**src/rtl/ex_issue_ctrl_pkg.sv**
```systemverilog
// Shared constants and types for the execute-stage issue controller.
package ex_issue_ctrl_pkg;

    // Default multiplier latency (accept to result), legal range 2..15.
    localparam int unsigned MUL_LAT_DEFAULT = 3;

    // Default width of the per-lane latency counter.
    localparam int unsigned CNT_W_DEFAULT = 4;

    // Full SIMD result width; non-SIMD results are 32-bit.
    localparam int unsigned SIMD_DATA_WIDTH = 128;

    // Kind of operation held in one issue lane.
    typedef enum logic {
        OP_ALU = 1'b0,
        OP_MUL = 1'b1
    } opKind_e;

    // Classify a lane's operation from its is_mul flag.
    function automatic opKind_e laneKind(input logic isMul);
        return isMul ? OP_MUL : OP_ALU;
    endfunction

endpackage

```
**src/rtl/ex_mul_tracker.sv**
```systemverilog
// Per-lane multiplier latency tracker: counts down an accepted multiply and
// raises a one-cycle result strobe when it completes.
module ex_mul_tracker
    import ex_issue_ctrl_pkg::*;
#(
    parameter int unsigned MUL_LAT = MUL_LAT_DEFAULT,
    parameter int unsigned CNT_W   = CNT_W_DEFAULT
) (
    input  logic clk,
    input  logic rst_n,
    input  logic flush,
    input  logic start,
    output logic busy,
    output logic mEn
);

    localparam logic [CNT_W-1:0] LOAD_VAL = CNT_W'(MUL_LAT - 1);
    localparam logic [CNT_W-1:0] ONE      = CNT_W'(1);

    logic [CNT_W-1:0] cnt;

    // Latency counter and result strobe; result fires the cycle after cnt==1.
    always_ff @(posedge clk or negedge rst_n) begin
        if (!rst_n) begin
            cnt <= '0;
            mEn <= 1'b0;
        end else if (flush) begin
            cnt <= '0;
            mEn <= 1'b0;
        end else begin
            if (start) begin
                cnt <= LOAD_VAL;
            end else if (cnt != '0) begin
                cnt <= cnt - ONE;
            end
            mEn <= (cnt == ONE);
        end
    end

    assign busy = (cnt != '0);

endmodule

```
**src/rtl/ex_issue_ctrl.sv**
```systemverilog
// Execute-stage issue controller for the two-lane integer pipe: accepts a
// bundle, starts multiplies, produces ALU/multiplier result strobes and the
// SIMD qualifier, and stalls issue while any multiply is in flight.
module ex_issue_ctrl
    import ex_issue_ctrl_pkg::*;
#(
    parameter int unsigned MUL_LAT = MUL_LAT_DEFAULT,
    parameter int unsigned CNT_W   = CNT_W_DEFAULT
) (
    input  logic clk,
    input  logic rst_n,
    input  logic issue_valid_0,
    input  logic issue_valid_1,
    input  logic issue_is_mul_0,
    input  logic issue_is_mul_1,
    input  logic issue_simd,
    input  logic flush,
    output logic issue_ready,
    output logic mul_start_0,
    output logic mul_start_1,
    output logic alu_ic_en_0,
    output logic alu_ic_en_1,
    output logic alu_m_en_0,
    output logic alu_m_en_1,
    output logic simd_ena
);

    logic    busy0;
    logic    busy1;
    logic    accept;
    opKind_e kind0;
    opKind_e kind1;

    assign kind0 = laneKind(issue_is_mul_0);
    assign kind1 = laneKind(issue_is_mul_1);

    // Holding off issue until both trackers drain keeps ALU and multiplier
    // results from ever landing on the same lane in the same cycle.
    assign issue_ready = ~flush & ~busy0 & ~busy1;
    assign accept      = issue_ready & (issue_valid_0 | issue_valid_1);
    assign mul_start_0 = accept & issue_valid_0 & (kind0 == OP_MUL);
    assign mul_start_1 = accept & issue_valid_1 & (kind1 == OP_MUL);

    // ALU result strobes: one cycle after an accepted ALU op; flush blocks accept.
    always_ff @(posedge clk or negedge rst_n) begin
        if (!rst_n) begin
            alu_ic_en_0 <= 1'b0;
            alu_ic_en_1 <= 1'b0;
        end else begin
            alu_ic_en_0 <= accept & issue_valid_0 & (kind0 == OP_ALU);
            alu_ic_en_1 <= accept & issue_valid_1 & (kind1 == OP_ALU);
        end
    end

    // SIMD qualifier: captured on every accept, held through multiply completion.
    always_ff @(posedge clk or negedge rst_n) begin
        if (!rst_n) begin
            simd_ena <= 1'b0;
        end else if (accept) begin
            simd_ena <= issue_simd;
        end
    end

    ex_mul_tracker #(
        .MUL_LAT (MUL_LAT),
        .CNT_W   (CNT_W)
    ) mulTrk0 (
        .clk   (clk),
        .rst_n (rst_n),
        .flush (flush),
        .start (mul_start_0),
        .busy  (busy0),
        .mEn   (alu_m_en_0)
    );

    ex_mul_tracker #(
        .MUL_LAT (MUL_LAT),
        .CNT_W   (CNT_W)
    ) mulTrk1 (
        .clk   (clk),
        .rst_n (rst_n),
        .flush (flush),
        .start (mul_start_1),
        .busy  (busy1),
        .mEn   (alu_m_en_1)
    );

endmodule
```
**config.mk**
```make
export PLATFORM = sky130hd
export DESIGN_NAME = ex_issue_ctrl
export DESIGN_NICKNAME = d
export VERILOG_FILES = /design/src/rtl/ex_issue_ctrl_pkg.sv /design/src/rtl/ex_mul_tracker.sv /design/src/rtl/ex_issue_ctrl.sv
export SDC_FILE = /design/constraint.sdc
export NUM_CORES = 1
export LEC_CHECK = 0
export ABC_AREA = 1
export CAP_MARGIN = 20
export CORE_MARGIN = 2
export CORE_UTILIZATION = 51
export DETAILED_ROUTE_END_ITERATION = 8
export PLACE_DENSITY = 0.9
export SYNTH_ARGS = -nofsm -noshare
export SYNTH_HDL_FRONTEND = slang
export SYNTH_SLANG_ARGS = --single-unit
```
**constraint.sdc**
```tcl
create_clock -name clk -period 3.2 [get_ports clk]
set_input_delay 0.48 -clock clk [delete_from_list [all_inputs] [get_ports clk]]
set_output_delay 0.48 -clock clk [all_outputs]
set_load 0.01 [all_outputs]
```
==> results of run 1 <==
[per-stage QoR]
stage / utilization, % / hold slack, ns / instances / power, mW
floorplan: - / 0.1844 / 77 / 0.5220
global placement: 67.12 / 0.4625 / 107 / 0.6073
detailed placement: 67.12 / 0.4763 / 107 / 0.6217
CTS: 69.13 / 0.4985 / 111 / 0.7281
global route: 69.13 / 0.5337 / 111 / 0.7924
finish: 69.13 / 0.4931 / 111 / 0.7278
[path summary, 6_finish.rpt]
kind,to,from
worst max register to register,simd_ena,mulTrk0.cnt[0]
worst min register to register,simd_ena,simd_ena
min in group asynchronous,mulTrk0.cnt[1],rst_n
worst min-delay path,simd_ena,simd_ena
max in group asynchronous,mulTrk1.cnt[0],rst_n
worst max-delay path,mul_start_0,flush
[registers in the layout, indices dropped and copies added, names as in the netlist]
register     cells
simd_ena         1
alu_ic_en_0      1
alu_ic_en_1      1
mulTrk0.cnt      4
mulTrk1.mEn      1
mulTrk1.cnt      4
mulTrk0.mEn      1
[layer usage]
layer	vias up	global-route usage (%)	wire length, um	part of all wire, %
met5	-	0	0	0
met4	0	7.258	12	0.93
met3	2	3.804	63	4.9
met2	17	33.59	627	48
met1	250	25.17	591	46
li1	278	-	-	-
[area by class of cell]
type | instances | share of cell area [%]
multi-input combinational | 50 | 36.30
sequential | 13 | 36.16
timing repair buffer | 15 | 16.69
inverter | 14 | 5.841
clock buffer | 4 | 2.921
tap | 15 | 2.086
[logic make-up (layout without fill, tap and decap cells)]
logic type                 count (synthesis)  count (layout)  share of synthesized area, %
xor gates and xnor gates                   3               3                         3.731
AOI/OAI and AO/OA                          6               6                         4.618
and+or+nand+nor                           37              37                         30.91
DFF                                       13              13                         46.18
adders and majority gates                  4               4                         7.105
buffers and inverters                     14              33                         7.459
[critical path: cells and delay by family]
kind                   cells  cell delay [ns]
AND/OR/NAND/NOR            4             0.56
buffers and inverters      3             1.09
[cells in the final DEF (no fill, tap or decap)]
master           synthesis  layout
a21oi_1                  2       2
clkbuf_1                 0       1
clkbuf_4                 0       3
clkdlybuf4s50_1          0      15
clkinv_1                 1       1
dfrtp_1                 13      13
ha_1                     4       4
inv_1                   12      12
inv_2                    1       1
nand2_1                  9       9
nand2_2                  1       1
nand2_4                  2       2
nand3_1                  3       3
nand3_2                  1       1
nand3_4                  1       1
nand4_1                  1       1
nor2_1                  11      11
nor2_2                   2       2
nor2_4                   1       1
nor2_8                   1       1
nor3_1                   3       3
o211ai_1                 1       1
o21ai_0                  2       2
o21ai_1                  1       1
or2_1                    1       1
xnor2_1                  2       2
xor2_1                   1       1
[report_power, final]
group / total, mW / switching, mW / internal [mW]
Sequential: 0.257 / 0.0426 / 0.214
Clock: 0.103 / 0.0546 / 0.0484
Combinational: 0.368 / 0.209 / 0.159
==> results by group, run 1 <==
Outcome
  • Outcome: complete, no violations

Finish
  • Ant. Diodes: 0
  • Seq. cell area: 325.3 um^2
  • # fillers: 100
  • Finished Cell Area: 899.6 um^2
  • Area grow syn2layout: 27.71%
  • Final net count: 109
  • Multi-input logic area: 326.6 um^2
  • Share of cells above drive strength 1: 13.54%

Clocking
  • Worst-skew pair later-pin latency: 0.28 ns
  • CTS sink count: 13
  • H-tree depth: 1
  • Cts repair resizes: 0
  • Hold buffers post-CTS: 0
  • CTS clk-pin slew, worst paths: 0.08 ns
  • Bufs on Longest Clock Path: 2
  • TritonCTS Buffers: 3
  • Postcts setup bufs: 0
  • CTS tree: yes
  • Root buffer selected by CTS: clkbuf_4

GRT
  • Pin count of the biggest net entering global routing: 14
  • Gr usage total: 19.98%
  • First-pass GRT wire length: 2187 um
  • Antenna violations before repair: 0
  • GRT overflow: 0
  • Vias in the first global route: 530

Power
  • Leakage Power: 0.4486 nW
  • VDD IR-drop max: 0.5145 mV
  • Power Density: 809.0 nW/um^2

Place
  • Post-place setup slack: 0.6023 ns
  • DPL Wire Length: 981.9 um
  • Port bufs: 15
  • Gp weighted congestion: 0.8493
  • Placed cell area: 873.3 um^2

STA
  • Hold Violations, Final: 0
  • Worst slew pin tran: 0.5821 ns
  • Fin crit period: 2.611 ns
  • Setup-failing EPs final: 0
  • Fin crit share: 81.61%
  • Final Worst Setup Slack: 0.5885 ns
  • Final count of pins violating max slew: 0
  • F_max: 382.9 MHz
  • RSZ-0062 raised after global routing: false
  • Setup TNS: 0 ns
  • Worst slew margin: 61.07%
  • Clock Skew: 0.0008258 ns

Worst setup path
  • Data required, critical path: 2.72 ns
  • CP max stage cell: clkdlybuf4s50_1
  • Critical-path cell list: clkdlybuf4s50_1 > nor2_2 > nand2_4 > nor2_8 > nand3_2 > inv_1 > clkdlybuf4s50_1
  • Worst Setup Start Kind: input port
  • Reg2Reg Depth: 9
  • R2r setup slk: 1.70 ns
  • Worst path most repeated cell: clkdlybuf4s50_1
  • CP max FO: 7
  • CP Capture Type: output port
  • WS Path Type: input port to output port
  • Max incr delay on CP: 0.52 ns
  • Crit path DAT: 2.13 ns

Logic synthesis
  • Cells after Synth: 77
  • Netlist Area Pre-Place: 704.4 um^2
  • Proportion of netlist area held by the largest area contributor: 46.18%
  • Register area share after synthesis: 46.18%
  • Top FF cell, synth: dfrtp_1
  • Synth Warn #: 0
  • Syn Nets: 89
  • Number of synthesized register bits: 13
  • Cell variety after synth: 24
  • Leading area contributor after synthesis: dfrtp_1
  • Top-count cell post-synth: dfrtp_1
  • Synth cell count leaders: dfrtp_1, inv_1, nor2_1
  • EDFF count, synth: 0
  • Ys async rst share: 100.0%
  • Largest cells by area after synthesis: dfrtp_1, ha_1, inv_1, nor2_1, nand2_1
  • Mapped Avg Cell Area: 9.148 um^2

Die
  • Width of the die: 41.17 um
  • Core region area: 1301 um^2
  • Height of the die: 41.17 um
  • Ports: 16
  • Starting Density: 54.13%
  • Num rows: 13
  • Die Footprint: 1695 um^2

Detailed routing
  • Residual DRC count: 0
  • Final WL: 1295 um
  • Via Count: 547
  • Initial DRC Count: 8
  • Pre-antenna DRT Iters: 4
  • Number of vias per cell: 4.928
  • Routed len/inst: 11.67 um
  • Post-route ant nets: 0

Worst hold path
  • Hold Path Depth: 2
  • Min-Delay Path Class: register to register

Flow run
  • Max-cap violations: 0
No activity file was read; power rests on OpenSTA's default activity.
==> inputs of run 2 (changes only) <==
--- a/config.mk
+++ b/config.mk
@@ -8,9 +8,9 @@
 export ABC_AREA = 1
 export CAP_MARGIN = 20
 export CORE_MARGIN = 2
-export CORE_UTILIZATION = 51
+export CORE_UTILIZATION = 43
 export DETAILED_ROUTE_END_ITERATION = 8
-export PLACE_DENSITY = 0.9
+export PLACE_DENSITY = 0.82
 export SYNTH_ARGS = -nofsm -noshare
 export SYNTH_HDL_FRONTEND = slang
 export SYNTH_SLANG_ARGS = --single-unit
==> constraint.sdc (replaced) <==
create_clock -name clk -period 2.4 [get_ports clk]
set_input_delay 0.36 -clock clk [delete_from_list [all_inputs] [get_ports clk]]
set_output_delay 0.36 -clock clk [all_outputs]
set_load 0.01 [all_outputs]
==> run 2 against run 1 <==
Net effect: hold slack got worse by 0.054 ns; critical path type is now register to output port; via count decreased by 1.3%; flip-flop and latch count unchanged; highest routed layer unchanged; clock power increased by 32%; largest power group unchanged; cell count increased by 2.7%.
==> results by group, run 2 (synthesis results as in run 1) <==
Worst setup path
  • Crit path DAT: 1.92 ns (-0.21 ns)
  • Worst path most repeated cell: inv_1
  • CP max FO: 7 (unchanged)
  • Worst Setup Start Kind: register
  • Max incr delay on CP: 0.56 ns (+0.04 ns)
  • WS Path Type: register to output port
  • Data required, critical path: 2.04 ns (-0.68 ns)
  • CP Capture Type: output port
  • CP max stage cell: clkdlybuf4s50_1
  • Critical-path cell list: inv_1 > ha_1 > inv_1 > nor2_4 > nand2_4 > nor2_8 > clkdlybuf4s50_1

Detailed routing
  • Post-route ant nets: 0 (unchanged)
  • Residual DRC count: 0 (unchanged)
  • Initial DRC Count: 4 (-4)
  • Number of vias per cell: 4.737 (-3.9%)
  • Pre-antenna DRT Iters: 3 (-1)
  • Via Count: 540 (-1.3%)
  • Final WL: 1295 um (unchanged)
  • Routed len/inst: 11.36 um (-2.6%)

GRT
  • Pin count of the biggest net entering global routing: 14 (unchanged)
  • GRT overflow: 0 (unchanged)
  • First-pass GRT wire length: 2325 um (+6.3%)
  • Vias in the first global route: 527 (-0.57%)
  • Antenna violations before repair: 0 (unchanged)
  • Gr usage total: 16.79% (-3.2 points)

Place
  • DP Cell Count: 109 (+1.9%)
  • Gp weighted congestion: 0.7302 (-14%)
  • DPL Wire Length: 1045 um (+6.4%)
  • Placed cell area: 882.1 um^2 (+1.0%)
  • Post-place setup slack: 0.1268 ns (-0.4755 ns)
  • Port bufs: 15 (unchanged)

STA
  • Fin crit share: 95.13%
  • Worst slew pin tran: 0.5666 ns (-0.01552 ns)
  • Hold Violations, Final: 0 (unchanged)
  • Worst slew margin: 62.11% (+1.0 points)
  • F_max: 438.0 MHz
  • RSZ-0062 raised after global routing: false
  • Final count of pins violating max slew: 0 (unchanged)
  • Clock Skew: 0.008146 ns (+0.007320 ns)
  • Setup-failing EPs final: 0 (unchanged)
  • Fin crit period: 2.283 ns
  • Final Worst Setup Slack: 0.1168 ns (-0.4717 ns)
  • Final hold slack: 0.4391 ns (-0.05406 ns)
  • Setup TNS: 0 ns (unchanged)

Die
  • Height of the die: 44.48 um (+8.0%)
  • Starting Density: 46.22% (-7.9 points)
  • Core region area: 1524 um^2 (+17%)
  • Width of the die: 44.48 um (+8.0%)
  • Num rows: 14 (+1)
  • Ports: 16 (unchanged)
  • Die Footprint: 1978 um^2 (+17%)

Finish
  • Seq. cell area: 325.3 um^2 (unchanged)
  • Final Util: 60.26% (-8.9 points)
  • # fillers: 135 (+35%)
  • Largest regs: mulTrk0.cnt: 4 flops, mulTrk1.cnt: 4 flops
  • Ant. Diodes: 0 (unchanged)
  • Final net count: 111 (+1.8%)
  • Area grow syn2layout: 30.37%
  • Finished Cell Area: 918.4 um^2 (+2.1%)
  • Multi-input logic area: 331.6 um^2 (+1.5%)
  • Finished Layout Cells: 114 (+2.7%)
  • Most frequent cells in the layout: dfrtp_1, clkdlybuf4s50_1, inv_1
  • Share of cells above drive strength 1: 15.31% (+1.8 points)

Clocking
  • CTS tree: yes
  • Hold buffers post-CTS: 0 (unchanged)
  • Worst-skew pair later-pin latency: 0.28 ns (about the same)
  • Bufs on Longest Clock Path: 2 (unchanged)
  • CTS clk-pin slew, worst paths: 0.08 ns (about the same)
  • H-tree depth: 1 (unchanged)
  • TritonCTS Buffers: 3 (unchanged)
  • CTS sink count: 13 (unchanged)
  • Root buffer selected by CTS: clkbuf_4

Power
  • Leakage Power: 0.4686 nW (+4.5%)
  • Power Density: 1065 nW/um^2 (+32%)
  • Pwr Total: 978.4 uW (+34%)
  • VDD IR-drop max: 0.6761 mV (+31%)

Worst hold path
  • Min-Delay Path Class: input port to async pin

Outcome
  • Outcome: complete, no violations

Flow run
  • Max-cap violations: 0 (unchanged)
-- run 2: path summary, 6_finish.rpt --
path,slack [ns],cells past startpoint,from,to
max,0.12,7,mulTrk0.cnt[1],issue_ready
min,0.44,1,rst_n,mulTrk0.cnt[3]
max reg2reg,0.97,9,mulTrk0.cnt[1],mulTrk0.cnt[0]
min reg2reg,0.50,2,simd_ena,simd_ena
max in group asynchronous,1.58,1,rst_n,mulTrk0.cnt[0]
min in group clk,0.50,2,simd_ena,simd_ena
-- run 2: repair_timing --
action | in CTS | in global routing
endpoints found under the setup margin | 2 | 0
buffers inserted | 1 | 0
resized for setup | 3 | 0
-- run 2: power breakdown --
| part | internal [mW] | switching (mW) | total [mW] |
|---|---|---|---|
| logic | 0.222 | 0.285 | 0.507 |
| clock network | 0.0645 | 0.0712 | 0.136 |
| registers | 0.286 | 0.0501 | 0.336 |
-- run 2: metal layers --
metal,vias up,track usage (%),routed length (um)
met2,18,25.51,605
met3,4,6.122,84
met4,0,9.091,39
li1,281,-,-
met1,237,20.57,565
met5,-,0,0
-- run 2: final cells by class --
class                   count  share of cell area (%)
multi-input cells          50                   36.10
flip-flops and latches     13                   35.42
inverters                  14                   5.722
clock buffers               4                   2.861
repair buffers             17                   17.71
well taps                  16                   2.180
-- run 2: worst max-delay path, delay by kind of cell (launching register included) --
family	cells	cell delay, ns
buf+inv	3	0.71
fa+ha+maj	1	0.18
flops	1	0.40
simple gates	3	0.35
